`src/rtl/sync_fifo_ctrl.sv`:
```
// Single-clock FIFO with pointer control, occupancy level, threshold and sticky error flags.
// Optional SYNC_FIFO_PARITY_EN stores an even-parity bit per word and reports parity_err on read.
module sync_fifo_ctrl #(
   parameter int DATA_WIDTH = 8,
   parameter int ADDR_WIDTH = 3,
   parameter int AFULL_TH   = 6,
   parameter int AEMPTY_TH  = 1
) (
   input  logic                  wclk,
   input  logic                  wrst,
   input  logic                  flush,
   input  logic                  wr_en,
   input  logic [DATA_WIDTH-1:0] wdata,
   input  logic                  rd_en,
   output logic [DATA_WIDTH-1:0] rdata,
   output logic                  rd_valid,
   output logic                  full,
   output logic                  empty,
   output logic                  almost_full,
   output logic                  almost_empty,
   output logic [ADDR_WIDTH:0]   level,
   output logic                  overflow,
   output logic                  underflow,
   input  logic                  err_clr
`ifdef SYNC_FIFO_PARITY_EN
   ,
   output logic                  parity_err
`endif
);

   localparam int DEPTH = 2 ** ADDR_WIDTH;
`ifdef SYNC_FIFO_PARITY_EN
   localparam int MEM_W = DATA_WIDTH + 1;
`else
   localparam int MEM_W = DATA_WIDTH;
`endif
   localparam logic [ADDR_WIDTH:0] DEPTH_L  = DEPTH[ADDR_WIDTH:0];
   localparam logic [ADDR_WIDTH:0] AFULL_L  = AFULL_TH[ADDR_WIDTH:0];
   localparam logic [ADDR_WIDTH:0] AEMPTY_L = AEMPTY_TH[ADDR_WIDTH:0];
   localparam logic [ADDR_WIDTH:0] PTR_ONE  = {{ADDR_WIDTH{1'b0}}, 1'b1};

`ifdef SYNC_FIFO_PARITY_EN
   function automatic logic even_parity(input logic [DATA_WIDTH-1:0] d);
      return ^d;
   endfunction
`endif

   logic [MEM_W-1:0]    mem_r [DEPTH];
   logic [ADDR_WIDTH:0] wptr_r;
   logic [ADDR_WIDTH:0] rptr_r;
   logic [MEM_W-1:0]    wr_word_s;
   logic [MEM_W-1:0]    rd_word_s;
   logic                wa_s;
   logic                ra_s;
   logic                ovf_set_s;
   logic                unf_set_s;

   // Occupancy, flag decode and accept qualification; flush and reset suppress all traffic.
   always_comb begin
      level        = wptr_r - rptr_r;
      full         = (level == DEPTH_L);
      empty        = (level == {(ADDR_WIDTH+1){1'b0}});
      almost_full  = (level >= AFULL_L);
      almost_empty = (level <= AEMPTY_L);
      wa_s         = wr_en & ~full  & ~flush & ~wrst;
      ra_s         = rd_en & ~empty & ~flush & ~wrst;
      ovf_set_s    = wr_en & full  & ~flush & ~wrst;
      unf_set_s    = rd_en & empty & ~flush & ~wrst;
      rd_word_s    = mem_r[rptr_r[ADDR_WIDTH-1:0]];
`ifdef SYNC_FIFO_PARITY_EN
      wr_word_s    = {even_parity(wdata), wdata};
`else
      wr_word_s    = wdata;
`endif
   end

   // Storage write port; contents survive reset and flush.
   always_ff @(posedge wclk) begin
      if (wa_s) begin
         mem_r[wptr_r[ADDR_WIDTH-1:0]] <= wr_word_s;
      end
   end

   // Pointer update: extra MSB distinguishes full from empty and wraps naturally.
   always_ff @(posedge wclk) begin
      if (wrst || flush) begin
         wptr_r <= {(ADDR_WIDTH+1){1'b0}};
         rptr_r <= {(ADDR_WIDTH+1){1'b0}};
      end else begin
         if (wa_s) wptr_r <= wptr_r + PTR_ONE;
         if (ra_s) rptr_r <= rptr_r + PTR_ONE;
      end
   end

   // Registered read port; rdata holds when nothing is popped.
   always_ff @(posedge wclk) begin
      if (wrst) begin
         rdata    <= {DATA_WIDTH{1'b0}};
         rd_valid <= 1'b0;
      end else begin
         rd_valid <= ra_s;
         if (ra_s) rdata <= rd_word_s[DATA_WIDTH-1:0];
      end
   end

   // Sticky error flags; a new error outranks err_clr in the same cycle.
   always_ff @(posedge wclk) begin
      if (wrst) begin
         overflow  <= 1'b0;
         underflow <= 1'b0;
      end else begin
         overflow  <= ovf_set_s | (overflow  & ~err_clr);
         underflow <= unf_set_s | (underflow & ~err_clr);
      end
   end

`ifdef SYNC_FIFO_PARITY_EN
   // Parity check of the popped word, aligned with rd_valid.
   always_ff @(posedge wclk) begin
      if (wrst) begin
         parity_err <= 1'b0;
      end else begin
         parity_err <= ra_s & (rd_word_s[DATA_WIDTH] != even_parity(rd_word_s[DATA_WIDTH-1:0]));
      end
   end
`endif

endmodule

```
`config.mk`:
```
export PLATFORM = sky130hd
export DESIGN_NAME = sync_fifo_ctrl
export DESIGN_NICKNAME = d
export VERILOG_FILES = /design/src/rtl/sync_fifo_ctrl.sv
export SDC_FILE = /design/constraint.sdc
export NUM_CORES = 1
export LEC_CHECK = 0
export BUFFER_PORTS_ARGS = -buffer_cell sky130_fd_sc_hd__buf_2
export CAP_MARGIN = 20
export CORE_MARGIN = 2
export CORE_UTILIZATION = 41
export DETAILED_ROUTE_END_ITERATION = 10
export PLACE_DENSITY_LB_ADDON = 0.1
export SETUP_SLACK_MARGIN = 0.4
export SLEW_MARGIN = 0
export SYNTH_ARGS = -nofsm -noshare
export SYNTH_HDL_FRONTEND = slang
export SYNTH_SLANG_ARGS = --single-unit
```
`constraint.sdc`:
```
create_clock -name wclk -period 4.3 [get_ports wclk]
set_clock_uncertainty 0.15 [all_clocks]
set_input_delay 0.215 -clock wclk [delete_from_list [all_inputs] [get_ports wclk]]
set_output_delay 0.215 -clock wclk [all_outputs]
set_load 0.02 [all_outputs]
```
Yosys cells after proc, flatten, opt, wreduce, memory -nomap -nowiden --
Memory sizes are Yosys's and may differ from the RTL's. A register that Yosys moved wholly into a read port is not among the register bits. Cells that the tools add are included.
Storage, ports and cells: input port bits 14, word-level logic and storage cells 37, bits in writable memories 64, register bits 11, memories kept 1, output and inout port bits 19
Operators by class: muxes and demuxes 2, bitwise gates (word level) 21, $add $sub $neg 3, reduce and logical (&&, ||, !) cells 2, eq/ne operators 1, order comparisons 2
Memories:
- mem_r | words 8, width 8, rd ports 1, clocked after Yosys merged registers in 1, write ports 1, RTL line 48 | logic [MEM_W-1:0] mem_r [DEPTH];
Operators by type and width (number):
- bitwise AND 1 bit | 14
- adder 4 x 1 -> 4 bit (second input constant) | 2
- NOT 1 bit | 5
- equality test 4 bit (second input constant) | 1
- >= comparator 4 x 3 -> 1 bit (second input constant) | 1
- <= comparator 4 x 1 -> 1 bit (second input constant) | 1
- zero test 4 bit | 1
- subtractor 4 bit | 1
- 2-to-1 mux 1 bit | 2
- bitwise OR 1 bit | 2
- logical OR 1 bit | 1

Logic depth before layout (Yosys ltp) --
Gate-level depths: netlist of run 1.
depth after elaboration 8, mapped depth 10, gate-level depth less buffers 8

Worst setup path after synthesis of run 1 --
Ideal clock, no wire load.
path type register to register, start point reg wptr_r[0], end point mem mem_r[4][0] (netlist bit), enable pin, period minus slack after synthesis 3.219 ns, setup slack 1.081 ns, setup time 0.383 ns, data arrival time 2.686 ns, required time 3.767 ns, stages on the path, launching flop included 10, cell sequence dfxtp_1 -> clkbuf_1 -> inv_1 -> ha_1 -> fa_1 -> xor2_1 -> and3_4 -> a31oi_4 -> nand2_1 -> nor3_1
On the way: word-level cells in the longest chain between the ends 8
RTL lines:
- start: declaration | RTL line 49 | logic [ADDR_WIDTH:0] wptr_r;
- start signal: assignment | RTL line 87 | wptr_r <= {(ADDR_WIDTH+1){1'b0}};
- start signal: assignment | RTL line 90 | if (wa_s) wptr_r <= wptr_r + PTR_ONE;
- subtractor 4 bit | RTL line 60 | level = wptr_r - rptr_r;
- equality test 4 bit | RTL line 61 | full = (level == DEPTH_L);
- NOT 1 bit | RTL line 65 | wa_s = wr_en & ~full & ~flush & ~wrst;
- bitwise AND 1 bit (3 in a row) | RTL line 65
- 2-to-1 mux 1 bit | RTL line 79 | if (wa_s) begin
- 2-to-1 mux 1 bit (implied by the code) | RTL line 80 | mem_r[wptr_r[ADDR_WIDTH-1:0]] <= wr_word_s;
- end: declaration | RTL line 48
Several ways; a longest one is shown, not always the timed one.

Final worst setup path of run 1 --
start point reg rptr_r[2], end point mem mem_r[0][6] (netlist bit), enable pin
On the way: word-level cells in the longest chain between the ends 8
RTL lines:
- start: declaration | RTL line 50 | logic [ADDR_WIDTH:0] rptr_r;
- start signal: assignment | RTL line 88 | rptr_r <= {(ADDR_WIDTH+1){1'b0}};
- start signal: assignment | RTL line 91 | if (ra_s) rptr_r <= rptr_r + PTR_ONE;
- subtractor 4 bit | RTL line 60
- equality test 4 bit | RTL line 61
- NOT 1 bit | RTL line 65
- bitwise AND 1 bit (3 in a row) | RTL line 65
- 2-to-1 mux 1 bit | RTL line 79
- 2-to-1 mux 1 bit (implied by the code) | RTL line 80
No other way between the ends.

==> results.py, run 1 <==
metrics = {
    "synth": {
        "ys.flop_type": "edfxtp_1",
        "async_flop_share_pct": 0,
        "avgSynthCellArea_um2": 15.9,
        "synth_area_leaders": "edfxtp_1 (56%), dfxtp_1 (11%), mux4_2 (10%), nand2_1 (2.9%), a311oi_1 (2.0%)",
        "synth_xor_area_share_pct": 1.27,
        "yosys.area_share.simple_pct": 9.14,
        "synth-adder-area-share_pct": 2.40,
        "yosysSeqAreaShare_pct": 67.0,
        "synthMuxAreaShare_pct": 12.2,
        "ys_ff_latch": 83,
        "ys_types": 33,
        "post-synth-top-count-cell": "edfxtp_1",
        "synth_top_area_cell": "edfxtp_1",
        "netlist_area_um2": 3440,
        "synth_edf_count": 64,
        "syn_nets": 236,
        "synth_top_cells_by_count": "edfxtp_1 (64), nand2_1 (27), dfxtp_1 (19)",
        "yosys_warnings": 0,
        "synthCells": 216,
        "synth_compound_area_share_pct": 4.81,
        "synth_top_area_share_pct": 55.9,
        "synth_top_family_by_area": "multiplexers",
    },
    "sta": {
        "holdWs_ns": 0.0178,
        "fmax_ghz": 0.301,
        "slew_headroom_pct": 51.4,
        "finalHoldViolCount": 0,
        "tns_ns": 0,
        "tightest_slew_ns": 0.725,
        "rsz0062_at_grt": "false",
        "finalCriticalPeriod_ns": 3.33,
        "maxSlewViolCount": 0,
        "fin_crit_sh_pct": 77.3,
        "setup_viol": 0,
    },
    "floorplanning": {
        "dieArea_um2": 9130,
        "row_count": 33,
        "die_h_um": 95.5,
        "core_area_um2": 8180,
        "die_w_um": 95.5,
        "start_util_pct": 42.0,
        "io_pins": 33,
    },
    "placed_design": {
        "hpwl_um": 4490,
        "gp_congestion": 0.811,
        "io_buffers": 32,
        "dp.cells": 350,
        "post_dp_cell_area_um2": 3720,
    },
    "finish": {
        "n_antenna_cell": 0,
        "syn2layout_area_growth_pct": 16.5,
        "stdcell_area_um2": 4000,
        "drive_gt1_share_pct": 31.0,
        "fin_cells": 376,
        "final_nets": 286,
    },
    "outcome": {
        "outcome": "finished, final reports clean",
    },
    "pwr": {
        "power_uw": 1450,
        "leakage_uw": 0.00143,
        "ir_worst_vdd_mv": 0.218,
        "power_density_nw_per_um2": 363,
    },
    "routing": {
        "wire_per_inst_um": 18.1,
        "vias": 1933,
        "drt_iter0_drc": 62,
        "drt-pass1-iter-count": 4,
        "postRouteAntennaNets": 0,
        "vias_per_cell": 5.14,
        "routed_wl_um": 6820,
        "drc": 0,
    },
    "cts": {
        "cts_resized": 0,
        "clk_pin_slew_ns": 0.08,
        "post-cts-setup-buffers": 0,
        "cts_tree": "done",
        "insertion_delay_ns": 0.35,
        "root_buffer": "clkbuf_8",
        "htreeDepth": 3,
        "hold_buffers": 10,
        "cts.sinks": 83,
        "numCtsBuffers": 9,
        "cts_max_path_buffers": 2,
    },
    "critical_path": {
        "r2r_cells": 9,
        "path_delay_family": "simple AND/OR/NAND/NOR gates",
        "rrSetupSlack_ns": 0.97,
        "rr_startpoint": "rptr_r[2]",
        "worst-path-max-fanout": 12,
        "critPathRequiredTime_ns": 4.21,
        "end_kind": "flip-flop",
        "timing.setup.critical_path_class": "flip-flop to flip-flop",
        "worst-path-buf-inv": 3,
        "arrival_ns": 3.23,
        "cpPeakStageDelay_ns": 0.59,
        "critical_path.cell_chain": "inv_1, ha_1, a21oi_1, nand3_1, nand2_1, inv_2, a21o_1, nor4_2, buf_4",
        "r2r_end": "mem_r[0][6]",
        "start_kind": "flip-flop",
        "slowest_stage": "dfxtp_1",
    },
    "global_routing": {
        "grt_pass1_vias": 1974,
        "grt_max_degree": 22,
        "grt_overflow": 0,
        "grt_pass1_wl_um": 10800,
        "antenna_found_initial": 0,
        "track_usage_pct": 17.0,
    },
    "worst_hold_path": {
        "hp-start": "wdata[5]",
        "hold_path_depth": 1,
        "hp-class": "primary input to flip-flop",
        "holdPathEnd": "mem_r[1][5]",
    },
    "flow_run": {
        "max_cap_viol_count": 0,
    },
}
-- per-stage QoR --
| step | util (%) | setup slack [ns] |
|---|---|---|
| floorplan | - | 1.08 |
| global placement | 45.5 | 1.09 |
| detailed placement | 45.5 | 0.969 |
| CTS | 49.0 | 0.943 |
| global route | 49.0 | 0.639 |
| finish | 49.0 | 0.975 |
-- registers in the layout, indices dropped and copies added (netlist names) --
signal,cells
underflow,1
rd_valid,1
mem_r,64
overflow,1
rptr_r,4
wptr_r,4
rdata,8
-- cells by family (layout without fill, tap and decap cells) --
family / count (synthesis) / after routing
AO/OA/AOI/OAI: 18 / 18
adder cells (fa/ha/maj): 6 / 6
flip-flops: 83 / 83
AND/OR/NAND/NOR: 61 / 61
XOR/XNOR: 5 / 5
buffers and inverters: 21 / 76
multiplexers: 22 / 22
-- cell type report --
class | instances | area (um^2)
Clock buffer | 12 | 135
Clock inverter | 4 | 51.3
Fill cell | 716 | 4170
Inverter | 10 | 37.5
Multi-Input combinational cell | 112 | 1030
Sequential cell | 83 | 2300
Tap cell | 105 | 131
Timing Repair Buffer | 50 | 320
-- power breakdown --
part / switching [uW] / internal (uW) / total (uW)
registers: 2.04 / 865 / 867
clock network: 269 / 269 / 538
logic: 26.6 / 19.5 / 46.1
-- layout by cell type (no fill, tap or decap), types with 2 or more instances in the layout --
master / Yosys / routed
edfxtp_1: 64 / 64
buf_2: 2 / 32
nand2_1: 27 / 27
dfxtp_1: 19 / 19
mux4_2: 16 / 16
dlygate4sd3_1: 0 / 10
inv_1: 9 / 9
clkbuf_8: 0 / 9
nor3_1: 8 / 8
a311oi_1: 8 / 8
buf_4: 1 / 8
nor2_1: 7 / 7
nor2_2: 7 / 7
mux2i_1: 6 / 6
ha_1: 5 / 5
xnor2_1: 3 / 3
nand3_1: 3 / 3
nor4_2: 3 / 3
clkbuf_1: 4 / 3
xor2_1: 2 / 2
a21o_1: 2 / 2
o21ai_1: 2 / 2
a31oi_4: 2 / 2
nand4_1: 2 / 2
a32oi_1: 2 / 2
-- worst max path at each step --
| stage | startpoint | end | slack (ns) | cells past startpoint |
|---|---|---|---|---|
| finish | rptr_r[2] | mem_r[0][6] | 0.97 | 9 |
| global route | rptr_r[2] | mem_r[0][2] | 0.64 | 9 |
| CTS | rptr_r[2] | mem_r[3][2] | 0.94 | 8 |
| detailed placement | rptr_r[2] | mem_r[3][6] | 0.97 | 8 |
| global placement | rptr_r[2] | mem_r[3][6] | 1.09 | 8 |
| floorplan | wptr_r[0] | mem_r[4][0] | 1.08 | 9 |
-- layer usage --
| metal | global-route usage (%) | wire, um | vias up |
|---|---|---|---|
| met4 | 5.00 | 65 | 0 |
| li1 | - | - | 921 |
| met2 | 27.5 | 3350 | 42 |
| met3 | 5.22 | 346 | 7 |
| met1 | 22.3 | 3060 | 963 |
| met5 | 0 | 0 | - |
Note: power is estimated with default switching activity, not from simulation.
==> run 2, diff against run 1 <==
- clock period: 4.3 -> 2.95 ns (I/O delays scaled with it)
==> run 2 against run 1 <==
- power rose by 44%
- combinational power is 81% higher
- cell count is 5.9% higher
- sequential power increased by 45%
- die area is the same
- sequential cell count unchanged
- largest power group unchanged
- design area grew 8.5%
- via count increased by 6.2%
- first-iteration DRC count is 47% higher
- worst setup slack worse by 0.55 ns
- sequential share of layout area fell by 4.4 points
==> results.py, run 2 (synthesis results as in run 1) <==
metrics = {
    "outcome": {
        "outcome": "finished, final reports clean",
    },
    "sta": {
        "fin_ws_ns": 0.426,
        "fmax_ghz": 0.396,
        "finalCriticalPeriod_ns": 2.52,
        "fin_crit_sh_pct": 85.6,
        "setup_viol": 0,
        "maxSlewViolCount": 0,
        "rsz0062_at_grt": "true",
        "slew_headroom_pct": 74.6,
        "finalHoldViolCount": 0,
        "tightest_slew_ns": 0.380,
        "tns_ns": 0,
    },
    "critical_path": {
        "worst-path-max-fanout": 8,
        "arrival_ns": 2.44,
        "path_delay_family": "adder cells",
        "worst-path-buf-inv": 2,
        "rrSetupSlack_ns": 0.43,
        "r2r_end": "mem_r[2][1]",
        "end_kind": "flip-flop",
        "slowest_stage": "dfxtp_2",
        "critical_path.cell_chain": "clkinvlp_4, ha_4, fa_2, xor2_2, and3_4, a21o_4, nor4_4, buf_6",
        "start_kind": "flip-flop",
        "rr_startpoint": "wptr_r[0]",
        "cpPeakStageDelay_ns": 0.36,
        "timing.setup.critical_path_class": "flip-flop to flip-flop",
        "critPathRequiredTime_ns": 2.86,
        "r2r_cells": 8,
    },
    "finish": {
        "stdcell_area_um2": 4340,
        "drive_gt1_share_pct": 41.0,
        "n_antenna_cell": 0,
        "fillCellCount": 696,
        "syn2layout_area_growth_pct": 26.4,
        "largest_reg_flops": 64,
        "regArea_um2": 2300,
        "final_nets": 308,
        "layout_common_cells": "edfxtp_1 (64), buf_2 (32), nand2_1 (26)",
        "multiInputGateArea_um2": 1140,
        "final_common_cell": "edfxtp_1",
    },
    "routing": {
        "vias": 2053,
        "drt-pass1-iter-count": 4,
        "drt_iter0_drc": 91,
        "vias_per_cell": 5.16,
        "postRouteAntennaNets": 0,
        "routed_wl_um": 7260,
        "wire_per_inst_um": 18.2,
        "drc": 0,
    },
    "flow_run": {
        "max_cap_viol_count": 0,
    },
    "cts": {
        "numCtsBuffers": 9,
        "cts_max_path_buffers": 2,
        "cts.sinks": 83,
        "insertion_delay_ns": 0.35,
        "htreeDepth": 3,
        "cts_tree": "done",
        "root_buffer": "clkbuf_8",
        "clk_pin_slew_ns": 0.08,
    },
    "global_routing": {
        "grt_max_degree": 20,
        "grt_pass1_wl_um": 11500,
        "track_usage_pct": 17.9,
        "antenna_found_initial": 0,
        "grt_overflow": 0,
        "grt_pass1_vias": 2112,
    },
    "pwr": {
        "ir_worst_vdd_mv": 0.288,
        "leakage_uw": 0.00155,
        "power_density_nw_per_um2": 482,
    },
    "floorplanning": {
        "io_pins": 33,
        "die_h_um": 95.5,
        "core_area_um2": 8180,
        "dieArea_um2": 9130,
        "die_w_um": 95.5,
        "row_count": 33,
        "start_util_pct": 42.0,
    },
    "placed_design": {
        "hpwl_um": 4920,
        "post_dp_cell_area_um2": 3880,
        "pre_cts_slack_ns": 0.146,
        "io_buffers": 32,
        "gp_congestion": 0.775,
    },
    "worst_hold_path": {
        "holdPathEnd": "overflow",
        "hp-start": "wrst",
        "hp-class": "primary input to flip-flop",
        "hold_path_depth": 2,
    },
}
==> run 2: changes by cell type in the layout (fill, tap and decap cells not counted), sizes merged <==
cell         delta
buf            +19
dlygate4sd3     +3
inv             +2
clkinvlp        +2
clkinv          -1
bufinv          -1
clkbuf          -2
==> run 2: worst reg2reg max path, delay by kind of cell (launching register included) <==
kind	cells	cell delay, ns
buffers and inverters	2	0.29
AOI/OAI and AO/OA	1	0.26
xor gates and xnor gates	1	0.17
and+or+nand+nor	2	0.49
DFF	1	0.36
adders and majority gates	2	0.53
==> run 2: through the flow <==
step,total power (uW),utilization (%),hold WS [ns],instances
2_1_floorplan,1320,-,0.0667,216
3_3_place_gp,1360,47.4,0.283,357
3_5_place_dp,1360,47.4,0.279,357
4_1_cts,2120,52.4,0.0214,393
5_1_grt,2170,53.1,0.0424,398
6_report,2090,53.1,0.0279,398
==> run 2: how the worst max path moves through the flow <==
stage / to / depth (start not counted) / slack [ns] / startpoint
final: mem_r[2][1] / 8 / 0.43 / wptr_r[0]
after global routing: mem_r[2][7] / 8 / 0.34 / wptr_r[0]
after CTS: mem_r[3][1] / 7 / 0.40 / wptr_r[0]
after detailed placement: mem_r[5][4] / 8 / 0.15 / wptr_r[0]
after global placement: mem_r[5][0] / 8 / 0.18 / wptr_r[0]
after floorplan: mem_r[5][0] / 9 / 0.19 / wptr_r[0]
==> run 2: per-layer routing <==
metal / part of all wire [%] / routed length [um] / vias to the layer above / track usage, %
li1: - / - / 973 / -
met4: 1.9 / 136 / 0 / 6.19
met2: 50 / 3650 / 49 / 30.1
met1: 44 / 3220 / 1017 / 22.6
met5: 0 / 0 / - / 0
met3: 3.5 / 256 / 14 / 4.27
==> run 2: power breakdown <==
part           internal (uW)  total (uW)  switching (uW)  leakage [uW]
Clock                    316         747             430     0.0000852
Sequential              1260        1260            2.24      0.000731
Combinational           36.9        83.4            46.5      0.000739
Total                   1610        2090             479       0.00155
==> run 2: final cells by class <==
class,instances,share of cell area (%)
Timing Repair Buffer,72,12.7
Multi-Input combinational cell,112,26.2
Inverter,10,1.01
Clock buffer,10,2.94
Clock inverter,6,1.12
Tap cell,105,3.03
Sequential cell,83,53.1
==> run 2: timing repair <==
item	in CTS	in global routing
setup endpoints to repair	63	63
resized for setup	4	3
endpoints found under the hold margin	70	0
hold buffers	13	0
pin swaps	9	6
buffers inserted	7	5
cloned	0	0
==> run 3, diff against run 2 <==
- clock period: 2.95 -> 2.6 ns (I/O delays scaled with it)
==> run 3 against run 2 <==
- via count up 0.58%
- critical path depth increased by 1
- worst setup slack got worse by 0.23 ns
- cell count increased by 1.3%
- core utilization rose by 3.3 points
- design area up 6.2%
- combinational power grew 22%
==> results.py, run 3 (synthesis results as in run 1) <==
metrics = {
    "outcome": {
        "outcome": "finished, final reports clean",
    },
    "routing": {
        "wire_per_inst_um": 18.6,
        "routed_wl_um": 7510,
        "postRouteAntennaNets": 0,
        "drc": 0,
        "drt-pass1-iter-count": 4,
        "drt_iter0_drc": 88,
        "vias_per_cell": 5.12,
        "vias": 2065,
    },
    "sta": {
        "rsz0062_at_grt": "true",
        "maxSlewViolCount": 0,
        "finalHoldViolCount": 0,
        "fmax_ghz": 0.417,
        "fin_crit_sh_pct": 92.3,
        "finalCriticalPeriod_ns": 2.40,
        "tightest_slew_ns": 0.420,
        "slew_headroom_pct": 72.0,
        "setup_viol": 0,
    },
    "critical_path": {
        "critPathRequiredTime_ns": 2.52,
        "r2r_cells": 9,
        "critical_path.cell_chain": "clkinvlp_4, ha_4, fa_2, xor2_2, and3_4, a31oi_4, nand2_4, nor3_4, buf_12",
        "end_kind": "flip-flop",
        "start_kind": "flip-flop",
        "timing.setup.critical_path_class": "flip-flop to flip-flop",
        "arrival_ns": 2.32,
        "cp.depth": 9,
        "r2r_end": "mem_r[5][4]",
        "path_delay_family": "adder cells",
        "cpPeakStageDelay_ns": 0.36,
        "rrSetupSlack_ns": 0.20,
        "slowest_stage": "dfxtp_2",
        "rr_startpoint": "wptr_r[0]",
        "worst-path-max-fanout": 8,
        "worst-path-buf-inv": 2,
    },
    "floorplanning": {
        "io_pins": 33,
        "core_area_um2": 8180,
        "die_h_um": 95.5,
        "row_count": 33,
        "start_util_pct": 42.0,
        "dieArea_um2": 9130,
        "die_w_um": 95.5,
    },
    "pwr": {
        "p_sw_uw": 555,
        "internal-power_uw": 1840,
        "leakage_uw": 0.00167,
        "clockPowerShare_pct": 35.9,
        "switching_share_pct": 23.2,
        "power_frac_seq_pct": 59.8,
        "power_density_nw_per_um2": 519,
        "ir_worst_vdd_mv": 0.325,
        "comb_power_share_pct": 4.3,
    },
    "flow_run": {
        "max_cap_viol_count": 0,
    },
    "worst_hold_path": {
        "holdPathEnd": "overflow",
        "hp-start": "wrst",
        "hp-class": "primary input to flip-flop",
        "hold_path_depth": 2,
    },
    "finish": {
        "n_antenna_cell": 0,
        "syn2layout_area_growth_pct": 34.2,
        "largest_reg_flops": 64,
        "layout_common_cells": "edfxtp_1 (64), buf_2 (28), nand2_1 (24)",
        "stdcell_area_um2": 4610,
        "fin_cells": 403,
        "final_nets": 313,
        "fillCellCount": 682,
        "regArea_um2": 2310,
        "drive_gt1_share_pct": 48.3,
        "final_common_cell": "edfxtp_1",
        "multiInputGateArea_um2": 1240,
    },
    "cts": {
        "insertion_delay_ns": 0.36,
        "root_buffer": "clkbuf_8",
        "numCtsBuffers": 9,
        "cts.sinks": 83,
        "cts_tree": "done",
        "htreeDepth": 3,
        "cts_max_path_buffers": 2,
        "clk_pin_slew_ns": 0.09,
    },
    "global_routing": {
        "grt_pass1_wl_um": 11600,
        "grt_max_degree": 20,
        "grt_pass1_vias": 2070,
        "antenna_found_initial": 0,
        "track_usage_pct": 18.1,
        "grt_overflow": 0,
    },
    "placed_design": {
        "io_buffers": 32,
        "dp.cells": 365,
        "hpwl_um": 4600,
        "post_dp_cell_area_um2": 4040,
        "gp_congestion": 0.810,
    },
}
run 3: cell type report:
cell class                 count  share of cell area [%]
inverter                      10                   0.950
multi-input combinational    112                    26.8
sequential                    83                    50.0
clock buffer                   9                    2.69
tap                          105                    2.85
timing repair buffer          77                    15.4
clock inverter                 7                    1.25
run 3: power by group through the flow:
stage	registers (uW)	logic [uW]	clock network (uW)
3_5_place_dp	1460	78.2	0
2_1_floorplan	1470	35.2	0
6_report	1430	102	860
4_1_cts	1430	98.5	883
3_3_place_gp	1460	77.8	0
5_1_grt	1430	112	940
run 3: how the worst max path moves through the flow:
stage                     slack (ns)     endpoint       from
after floorplan                -0.16  mem_r[5][0]  wptr_r[0]
after global placement          0.11  mem_r[1][2]  rptr_r[2]
after detailed placement        0.06  mem_r[2][0]  wptr_r[0]
after CTS                       0.15  mem_r[5][5]  wptr_r[0]
after global routing            0.10  mem_r[0][3]  wptr_r[0]
final                           0.20  mem_r[5][4]  wptr_r[0]
run 3: stage by stage:
stage | total power (uW) | util (%) | hold WS [ns] | worst slack, ns | setup TNS, ns
final | 2400 | 56.4 | 0.0338 | 0.199 | 0
after global routing | 2490 | 56.4 | 0.0615 | 0.101 | 0
after CTS | 2420 | 55.5 | 0.0142 | 0.151 | 0
after detailed placement | 1540 | 49.4 | 0.266 | 0.0640 | 0
after global placement | 1540 | 49.4 | 0.263 | 0.110 | 0
after floorplan | 1500 | - | 0.0492 | -0.158 | -5.76
run 3: what timing repair did:
| item | 4_1_cts | 5_1_grt |
|---|---|---|
| endpoints found under the hold margin | 70 | 0 |
| setup buffers | 6 | 1 |
| gates cloned | 3 | 0 |
| setup endpoints to repair | 83 | 87 |
| gates resized for setup | 21 | 16 |
| hold buffers | 12 | 0 |
| pin swaps | 10 | 5 |
run 3: layer usage:
metal | routed length (um) | vias up | global-route usage [%]
li1 | - | 981 | -
met1 | 3400 | 1032 | 24.4
met2 | 3750 | 41 | 29.8
met3 | 243 | 11 | 2.85
met4 | 116 | 0 | 6.79
met5 | 0 | - | 0
